==> config.mk <==
export PLATFORM = sky130hd
export DESIGN_NAME = minn_symbol_framer
export DESIGN_NICKNAME = d
export VERILOG_FILES = /design/src/rtl/minn_symbol_framer.sv
export SDC_FILE = /design/constraint.sdc
export NUM_CORES = 1
export LEC_CHECK = 0
export ABC_AREA = 1
export CORE_MARGIN = 5
export CORE_UTILIZATION = 47
export CTS_CLUSTER_DIAMETER = 120
export DETAILED_ROUTE_END_ITERATION = 12
export GPL_TIMING_DRIVEN = 1
export PLACE_DENSITY = 0.84
export SLEW_MARGIN = 20
export SYNTH_ARGS = -nofsm -noshare
export SYNTH_HDL_FRONTEND = slang
export SYNTH_SLANG_ARGS = --single-unit
export TNS_END_PERCENT = 1
==> constraint.sdc <==
create_clock -name clk -period 2.6 [get_ports clk]
set_input_delay 0.65 -clock clk [delete_from_list [all_inputs] [get_ports clk]]
set_output_delay 0.65 -clock clk [all_outputs]
set_load 0.02 [all_outputs]
==> src/rtl/minn_symbol_framer.sv <==
// Minn symbol framer: skips START_OFFSET samples after frame_start, then strips CP_LEN and forwards NFFT tagged
// samples per symbol. Build option MINN_FRAMER_RETRIGGER_EN lets a new frame_start abort and restart a frame.
module minn_symbol_framer #(
    parameter int NFFT         = 2048,
    parameter int CP_LEN       = 144,
    parameter int START_OFFSET = 0,
    parameter int NUM_SYMBOLS  = 14,
    parameter int W_IN         = 12,
    parameter int SYM_W        = (NUM_SYMBOLS > 1) ? $clog2(NUM_SYMBOLS) : 1
) (
    input  logic                   clk,
    input  logic                   rst,
    input  logic                   in_valid,
    input  logic signed [W_IN-1:0] in_ch0_i,
    input  logic signed [W_IN-1:0] in_ch0_q,
    input  logic signed [W_IN-1:0] in_ch1_i,
    input  logic signed [W_IN-1:0] in_ch1_q,
    input  logic                   frame_start,
    output logic                   out_valid,
    output logic signed [W_IN-1:0] out_ch0_i,
    output logic signed [W_IN-1:0] out_ch0_q,
    output logic signed [W_IN-1:0] out_ch1_i,
    output logic signed [W_IN-1:0] out_ch1_q,
    output logic                   sym_first,
    output logic                   sym_last,
    output logic [SYM_W-1:0]       sym_index,
    output logic                   frame_done,
    output logic                   busy,
    output logic [7:0]             dropped_starts
);
    localparam int MAX_A   = (NFFT > CP_LEN) ? NFFT : CP_LEN;
    localparam int MAX_LEN = (MAX_A > START_OFFSET) ? MAX_A : START_OFFSET;
    localparam int CNT_W   = $clog2(MAX_LEN + 1);

    localparam logic [CNT_W-1:0] OFF_LAST  = CNT_W'((START_OFFSET > 0) ? START_OFFSET - 1 : 0);
    localparam logic [CNT_W-1:0] CP_LAST   = CNT_W'((CP_LEN > 0) ? CP_LEN - 1 : 0);
    localparam logic [CNT_W-1:0] DATA_LAST = CNT_W'(NFFT - 1);
    localparam logic [SYM_W-1:0] SYM_LAST  = SYM_W'(NUM_SYMBOLS - 1);

    typedef enum logic [1:0] {S_IDLE, S_OFFSET, S_CP, S_DATA} state_t;

    function automatic state_t entry_phase();
        if (START_OFFSET > 0) return S_OFFSET;
        if (CP_LEN > 0) return S_CP;
        return S_DATA;
    endfunction

    function automatic state_t symbol_phase();
        if (CP_LEN > 0) return S_CP;
        return S_DATA;
    endfunction

    function automatic logic [7:0] sat_inc(input logic [7:0] v);
        return (v == 8'hFF) ? v : v + 8'd1;
    endfunction

    state_t           state;
    logic [CNT_W-1:0] cnt;
    logic [SYM_W-1:0] sym_q;

    logic             final_smp;
    logic             restart;
    logic             drop;
    state_t           eff_state;
    logic [CNT_W-1:0] eff_cnt;
    logic [SYM_W-1:0] eff_sym;

    logic                   vld_p0;
    logic                   first_p0;
    logic                   last_p0;
    logic                   done_p0;
    logic                   busy_p0;
    logic [SYM_W-1:0]       sym_p0;
    logic [7:0]             drop_p0;
    logic signed [W_IN-1:0] ch0_i_p0;
    logic signed [W_IN-1:0] ch0_q_p0;
    logic signed [W_IN-1:0] ch1_i_p0;
    logic signed [W_IN-1:0] ch1_q_p0;

    // An accepted start makes the current sample behave as sample 0 of the entry phase.
    always_comb begin
        final_smp = (state == S_DATA) && (cnt == DATA_LAST) && (sym_q == SYM_LAST);
`ifdef MINN_FRAMER_RETRIGGER_EN
        restart   = in_valid && frame_start && !final_smp;
`else
        restart   = in_valid && frame_start && (state == S_IDLE);
`endif
        drop      = in_valid && frame_start && (state != S_IDLE);
        eff_state = restart ? entry_phase() : state;
        eff_cnt   = restart ? '0 : cnt;
        eff_sym   = restart ? '0 : sym_q;
    end

    // Stage p0: phase sequencing and registered outputs
    always_ff @(posedge clk) begin
        if (rst) begin
            state    <= S_IDLE;
            cnt      <= '0;
            sym_q    <= '0;
            vld_p0   <= 1'b0;
            first_p0 <= 1'b0;
            last_p0  <= 1'b0;
            done_p0  <= 1'b0;
            busy_p0  <= 1'b0;
            sym_p0   <= '0;
            drop_p0  <= '0;
            ch0_i_p0 <= '0;
            ch0_q_p0 <= '0;
            ch1_i_p0 <= '0;
            ch1_q_p0 <= '0;
        end else begin
            vld_p0   <= 1'b0;
            first_p0 <= 1'b0;
            last_p0  <= 1'b0;
            done_p0  <= 1'b0;
            busy_p0  <= (eff_state != S_IDLE);
            if (drop) drop_p0 <= sat_inc(drop_p0);
            if (in_valid) begin
                state <= eff_state;
                cnt   <= eff_cnt + CNT_W'(1);
                sym_q <= eff_sym;
                case (eff_state)
                    S_IDLE: cnt <= '0;
                    S_OFFSET: begin
                        if (eff_cnt == OFF_LAST) begin
                            state <= symbol_phase();
                            cnt   <= '0;
                        end
                    end
                    S_CP: begin
                        if (eff_cnt == CP_LAST) begin
                            state <= S_DATA;
                            cnt   <= '0;
                        end
                    end
                    S_DATA: begin
                        vld_p0   <= 1'b1;
                        ch0_i_p0 <= in_ch0_i;
                        ch0_q_p0 <= in_ch0_q;
                        ch1_i_p0 <= in_ch1_i;
                        ch1_q_p0 <= in_ch1_q;
                        first_p0 <= (eff_cnt == '0);
                        last_p0  <= (eff_cnt == DATA_LAST);
                        sym_p0   <= eff_sym;
                        if (eff_cnt == DATA_LAST) begin
                            cnt <= '0;
                            if (eff_sym == SYM_LAST) begin
                                state   <= S_IDLE;
                                sym_q   <= '0;
                                done_p0 <= 1'b1;
                            end else begin
                                state <= symbol_phase();
                                sym_q <= eff_sym + SYM_W'(1);
                            end
                        end
                    end
                    default: state <= S_IDLE;
                endcase
            end
        end
    end

    assign out_valid      = vld_p0;
    assign out_ch0_i      = ch0_i_p0;
    assign out_ch0_q      = ch0_q_p0;
    assign out_ch1_i      = ch1_i_p0;
    assign out_ch1_q      = ch1_q_p0;
    assign sym_first      = first_p0;
    assign sym_last       = last_p0;
    assign sym_index      = sym_p0;
    assign frame_done     = done_p0;
    assign busy           = busy_p0;
    assign dropped_starts = drop_p0;

endmodule
## After elaboration in Yosys (flattened, before gate mapping)

Index checks and enable logic that the tools add are counted.

| cells by class | value |
|---|---|
| $add $sub $neg | 3 |
| eq/ne operators | 7 |
| mux-type cells | 17 |
| bitwise operators | 4 |
| reductions and logical operators | 13 |

Operators by type and width:

| operator | number |
|---|---|
| 12-bit 2-to-1 mux | 4 |
| 12-bit case mux with 4 select lines | 1 |
| 4-bit 2-to-1 mux | 4 |
| 12-bit by 1-bit adder with 12-bit output, second input constant | 1 |
| 12-bit by 11-bit == test with 1-bit output, second input constant | 1 |
| 12-bit by 8-bit == test with 1-bit output, second input constant | 1 |
| 12-bit zero test | 1 |
| 2-bit 2-to-1 mux | 5 |
| 8-bit by 1-bit adder with 8-bit output, second input constant | 1 |
| 8-bit == test, second input constant | 1 |
| 2-bit case mux with 3 select lines | 1 |
| 4-bit by 1-bit adder with 4-bit output, second input constant | 1 |
| 2-bit == test, second input constant | 2 |
| 4-bit == test, second input constant | 1 |
| 2-bit zero test | 2 |
| 1-bit NOT | 4 |
| 2-bit AND reduction | 2 |
| 2-bit nonzero test | 2 |
| 4-bit OR reduction | 1 |
| 1-bit logical AND | 3 |
| 3-bit OR reduction | 1 |
| 2-bit by 1-bit == test with 1-bit output, second input constant | 1 |
| 1-bit 2-to-1 mux | 2 |
| 2-bit OR reduction | 1 |

| word-level totals | value |
|---|---|
| register bits after elaboration | 83 |
| word-level logic and storage cells | 58 |

## Depth between registers and ports, before layout

Gate-level depths: netlist of the first run.

| logic depth | value |
|---|---|
| depth in word-level cells | 7 |
| depth in mapped cells | 17 |

## Least setup slack after synthesis of the first run

Ideal clock, no wire load.

| timing | value |
|---|---|
| path type | input -> register |
| start point | input frame_start |
| end point | register sym_q[3] |
| setup time | 0.128 ns |
| data arrival time | 2.209 ns |
| data required time | 2.472 ns |
| slack | 0.263 ns |
| stages | 17 |
| buffers on the path | 2 |
| cell sequence | nand2_1 inv_2 nand2_4 buf_6 buf_4 nand2_1 inv_1 ha_1 inv_1 nor2_2 nand2_1 nor2_2 nand3_1 nand2_1 nor2_1 nor2_1 nor2_1 |

| between the ends | value |
|---|---|
| word-level cells in the longest chain between the ends | 7 |

Ends and longest elaborated chain:

| what | RTL line | RTL |
|---|---|---|
| start: declaration | 18 | `input logic frame_start,` |
| 1-bit logical AND * (2 in a row) | 86 | `restart = in_valid && frame_start && (state == S_IDLE);` |
| 4-bit 2-to-1 mux | 91 | `eff_sym = restart ? '0 : sym_q;` |
| 4-bit by 1-bit adder with 4-bit output or 4-bit == test (tied branches) | 153, 147 |  |
| 4-bit 2-to-1 mux | 147 | `if (eff_sym == SYM_LAST) begin` |
| 4-bit 2-to-1 mux | 145 | `if (eff_cnt == DATA_LAST) begin` |
| 4-bit 2-to-1 mux * | 122 | `case (eff_state)` |
| end signal: assignment | 121 | `sym_q <= eff_sym;` |
| end signal: assignment | 153 | `sym_q <= eff_sym + SYM_W'(1);` |
| end: declaration | 59 | `logic [SYM_W-1:0] sym_q;` |

Mark *: on every way between the ends. The rest lies on a longest branch, timed or not.
A chain may end at the register's enable or synchronous reset.

## Final worst setup path of the first run

| timing | value |
|---|---|
| start point | input in_valid |
| end point | register cnt[1] |

| between the ends | value |
|---|---|
| word-level cells in the longest chain between the ends | 6 |

Ends and longest elaborated chain:

| what | RTL line | RTL |
|---|---|---|
| start: declaration | 13 | `input logic in_valid,` |
| 1-bit logical AND (2 in a row) | 86 |  |
| 12-bit 2-to-1 mux | 90 | `eff_cnt = restart ? '0 : cnt;` |
| 12-bit by 1-bit adder with 12-bit output, or another cell as far along | 120 | `cnt <= eff_cnt + CNT_W'(1);` |
| 12-bit 2-to-1 mux, on equally long branches | 145, 125, 131 |  |
| 12-bit case mux with 4 select lines | 122 |  |
| end signal: assignment | 120 |  |
| end: declaration | 58 | `logic [CNT_W-1:0] cnt;` |

Several ways; a longest one is shown, not always the timed one.

==> impl_metrics.ini, run 1 <==
[final_layout]
fillerInstances = 612
antenna_cells = 0
drive_above_1_share_pct = 10.1
instances_no_fill = 735
fin_nets = 683
area_delta_synth_final_pct = 41.0
fin_util_pct = 67.9

[grt]
grt_pass1_vias = 3837
antenna_found_initial = 0
grt_max_degree = 57
overflow = 0
grt_pass1_wl_um = 17900
grt_use_total_pct = 22.3

[floorplan]
fp.dieH_um = 99.0
dieArea_um2 = 9800
io_pins = 117
die_x_um = 99.0
rows = 32
initial_core_util_pct = 48.2
core_um2 = 7730

[placed_design]
dp_slack_ns = -0.0293
dp.final_hpwl_um = 7680
gp_congestion = 0.892
io_buffers = 116
dp_cells = 719

[timing]
hold_viol_final = 0
period_share_pct = 88.0
slew_headroom_pct = 77.5
setup_ws_ns = 0.312
worstMarginPinSlew_ns = 0.335
drv_slew = 0
rsz0062_at_grt = false
setup_viol = 0
fmax_ghz = 0.437
fin_skew_ns = 0.0138
period_needed_ns = 2.29

[critical_path]
rr_startpoint = state[1]$_SDFFE_PP0P_
critPathKind = input pin to flop
critPathMaxStageDelay_ns = 0.42
cp-end-kind = flop
cp.required_ns = 2.84
slowest_stage = clkdlybuf4s50_1
path_max_fanout = 10
cp_cell_sequence = clkdlybuf4s50_1 > nand2_1 > inv_2 > nand2_4 > inv_2 > nor2_2 > ha_1 > inv_1 > nor2_2 > nand3_4 > nand2_2 > nand3_4 > nand3_1 > a21oi_1
timing.rr.end = cnt[1]$_SDFFE_PP0P_
start_kind = input pin
reg2reg_depth = 12
rrSetupSlack_ns = 0.63
crit_arrival_ns = 2.53

[yosys]
synth_fp_nets = 568
synth_area_um2 = 3720
yosysSeqAreaShare_pct = 44.7
synth_seq_cells = 83
syn_inst = 513
avgSynthCellArea_um2 = 7.25
synth-edff-count = 0
yosysWarnings = 0
ys_types = 38
async_flop_share_pct = 0
synth_ff_type = dfxtp_1

[clock_tree]
cts_tree = yes
cts_resized = 0
insertion_delay_ns = 0.36
cts_buffers = 9
clock_path_buffers = 2
cts.clk_slew.worst_paths_ns = 0.10
cts_hold_buf = 0
clock-sinks = 83
cts_root_buffer = clkbuf_8
cts_setup_buffers = 0
h-tree-depth = 3

[power_and_ir_drop]
cellLeakagePower_uw = 0.00208
ir_worst_vdd_mv = 0.311
powerDensity_nw_per_um2 = 465

[route]
drtIter0Drc = 215
ant_nets = 0
dr.pass1.iters = 4
viasPerCell = 5.15
drc = 0
post_drt_wl_per_cell_um = 14.9
routed_wl_um = 11000
vias = 3786

[worst_hold_path]
hold_path_depth = 2
holdPathEnd = dropped_starts[4]$_SDFFE_PP0P_
hold_path_class = flop to flop
worstHoldStart = dropped_starts[4]$_SDFFE_PP0P_

[job]
max_cap_violations = 0

[status]
status = complete, no violations
kinds of logic after synthesis:
group / count (synthesis) / synth area share [%]
adders and majority gates: 3 / 1.01
xor gates and xnor gates: 7 / 1.65
buffers and inverters: 60 / 6.99
AOI/OAI and AO/OA: 91 / 13.0
DFF: 83 / 44.7
and+or+nand+nor: 269 / 32.7
synth_stat cells (2+ instances only):
library cell | n | share of area [%]
o21ai_0 | 54 | 7.3
o21ai_1 | 2 | 0.27
nand2_1 | 78 | 7.9
ha_1 | 3 | 1.0
nor3_1 | 3 | 0.40
nor2_1 | 128 | 13
nor2_2 | 5 | 0.84
clkbuf_1 | 16 | 1.6
nand2_2 | 6 | 1.0
buf_2 | 6 | 0.81
inv_1 | 30 | 3.0
a21oi_1 | 27 | 3.6
nand3_2 | 2 | 0.54
inv_2 | 3 | 0.30
xnor2_1 | 2 | 0.47
nor2_4 | 5 | 1.5
dfxtp_1 | 83 | 45
nand3_4 | 3 | 1.4
nand4_1 | 7 | 1.2
xor2_1 | 5 | 1.2
nand3_1 | 25 | 3.4
o21ai_2 | 4 | 0.94
flip-flops by register name (all words and copies together) (netlist names):
name / cells
cnt: 12
state: 2
out_valid: 1
dropped_starts: 8
sym_q: 4
out_ch0_q: 12
out_ch1_q: 12
sym_last: 1
out_ch1_i: 12
out_ch0_i: 12
busy: 1
frame_done: 1
sym_first: 1
sym_index: 4
layout make-up:
type | count | area [um2] | share of cell area (%)
repair buffers | 130 | 1320 | 25.1
well taps | 102 | 128 | 2.43
multi-input cells | 370 | 1800 | 34.4
inverters | 34 | 128 | 2.43
clock buffers | 10 | 138 | 2.62
flip-flops and latches | 83 | 1660 | 31.7
clock inverters | 6 | 72.6 | 1.38
cell usage in the layout (no fill, tap or decap), drive strengths merged, types with 8 or more instances in the layout:
cell | synthesis | routed
dfxtp | 83 | 83
a21oi | 28 | 28
inv | 33 | 35
nor2 | 138 | 138
o21ai | 60 | 60
clkdlybuf4s50 | 0 | 116
clkbuf | 16 | 10
nand4 | 8 | 8
nand2 | 85 | 85
buf | 10 | 14
nand3 | 30 | 30
how the worst max path moves through the flow:
| stage | from | end | cells past startpoint |
|---|---|---|---|
| 4_1_cts | in_valid | cnt[1]$_SDFFE_PP0P_ | 14 |
| 6_report | in_valid | cnt[1]$_SDFFE_PP0P_ | 14 |
| 3_3_place_gp | in_valid | cnt[0]$_SDFFE_PP0P_ | 14 |
| 3_5_place_dp | in_valid | cnt[1]$_SDFFE_PP0P_ | 14 |
| 2_1_floorplan | frame_start | sym_q[3]$_SDFFE_PP0P_ | 17 |
| 5_1_grt | in_valid | cnt[1]$_SDFFE_PP0P_ | 14 |
power by group:
group	total [uW]	internal [uW]	switching (uW)
registers	1280	1270	2.96
logic	173	97.6	75.5
clock network	991	480	511
total	2440	1850	589
worst max-delay path, delay by kind of cell:
kind / cells / cell delay, ns
buffers and inverters: 4 / 0.61
AND/OR/NAND/NOR: 8 / 0.99
AO/OA/AOI/OAI: 1 / 0.06
adder cells (fa/ha/maj): 1 / 0.20
per-stage QoR:
step           setup TNS (ns)  instance area [um2]  total power (uW)  hold WS (ns)
3_5_place_dp           -0.150                 5030              1480         0.459
2_1_floorplan               0                 3720              1370         0.459
5_1_grt                     0                 5250              2520         0.508
6_report                    0                 5250              2440         0.470
4_1_cts                     0                 5250              2450         0.474
3_3_place_gp                0                 5030              1470         0.448
layer usage:
metal | global-route usage, % | vias to the layer above | wire [um]
li1 | - | 1876 | -
met1 | 26.3 | 1756 | 4570
met2 | 37.2 | 137 | 5200
met3 | 8.21 | 17 | 1040
met4 | 8.09 | 0 | 163
met5 | 0 | - | 0
No activity file was read; power rests on OpenSTA's default activity.
==> run 2, diff against run 1 <==
- SKIP_CTS_REPAIR_TIMING: default -> 1
==> results of run 2 <==
Same layout as run 1: the final DEF is identical, and so are final timing and power.
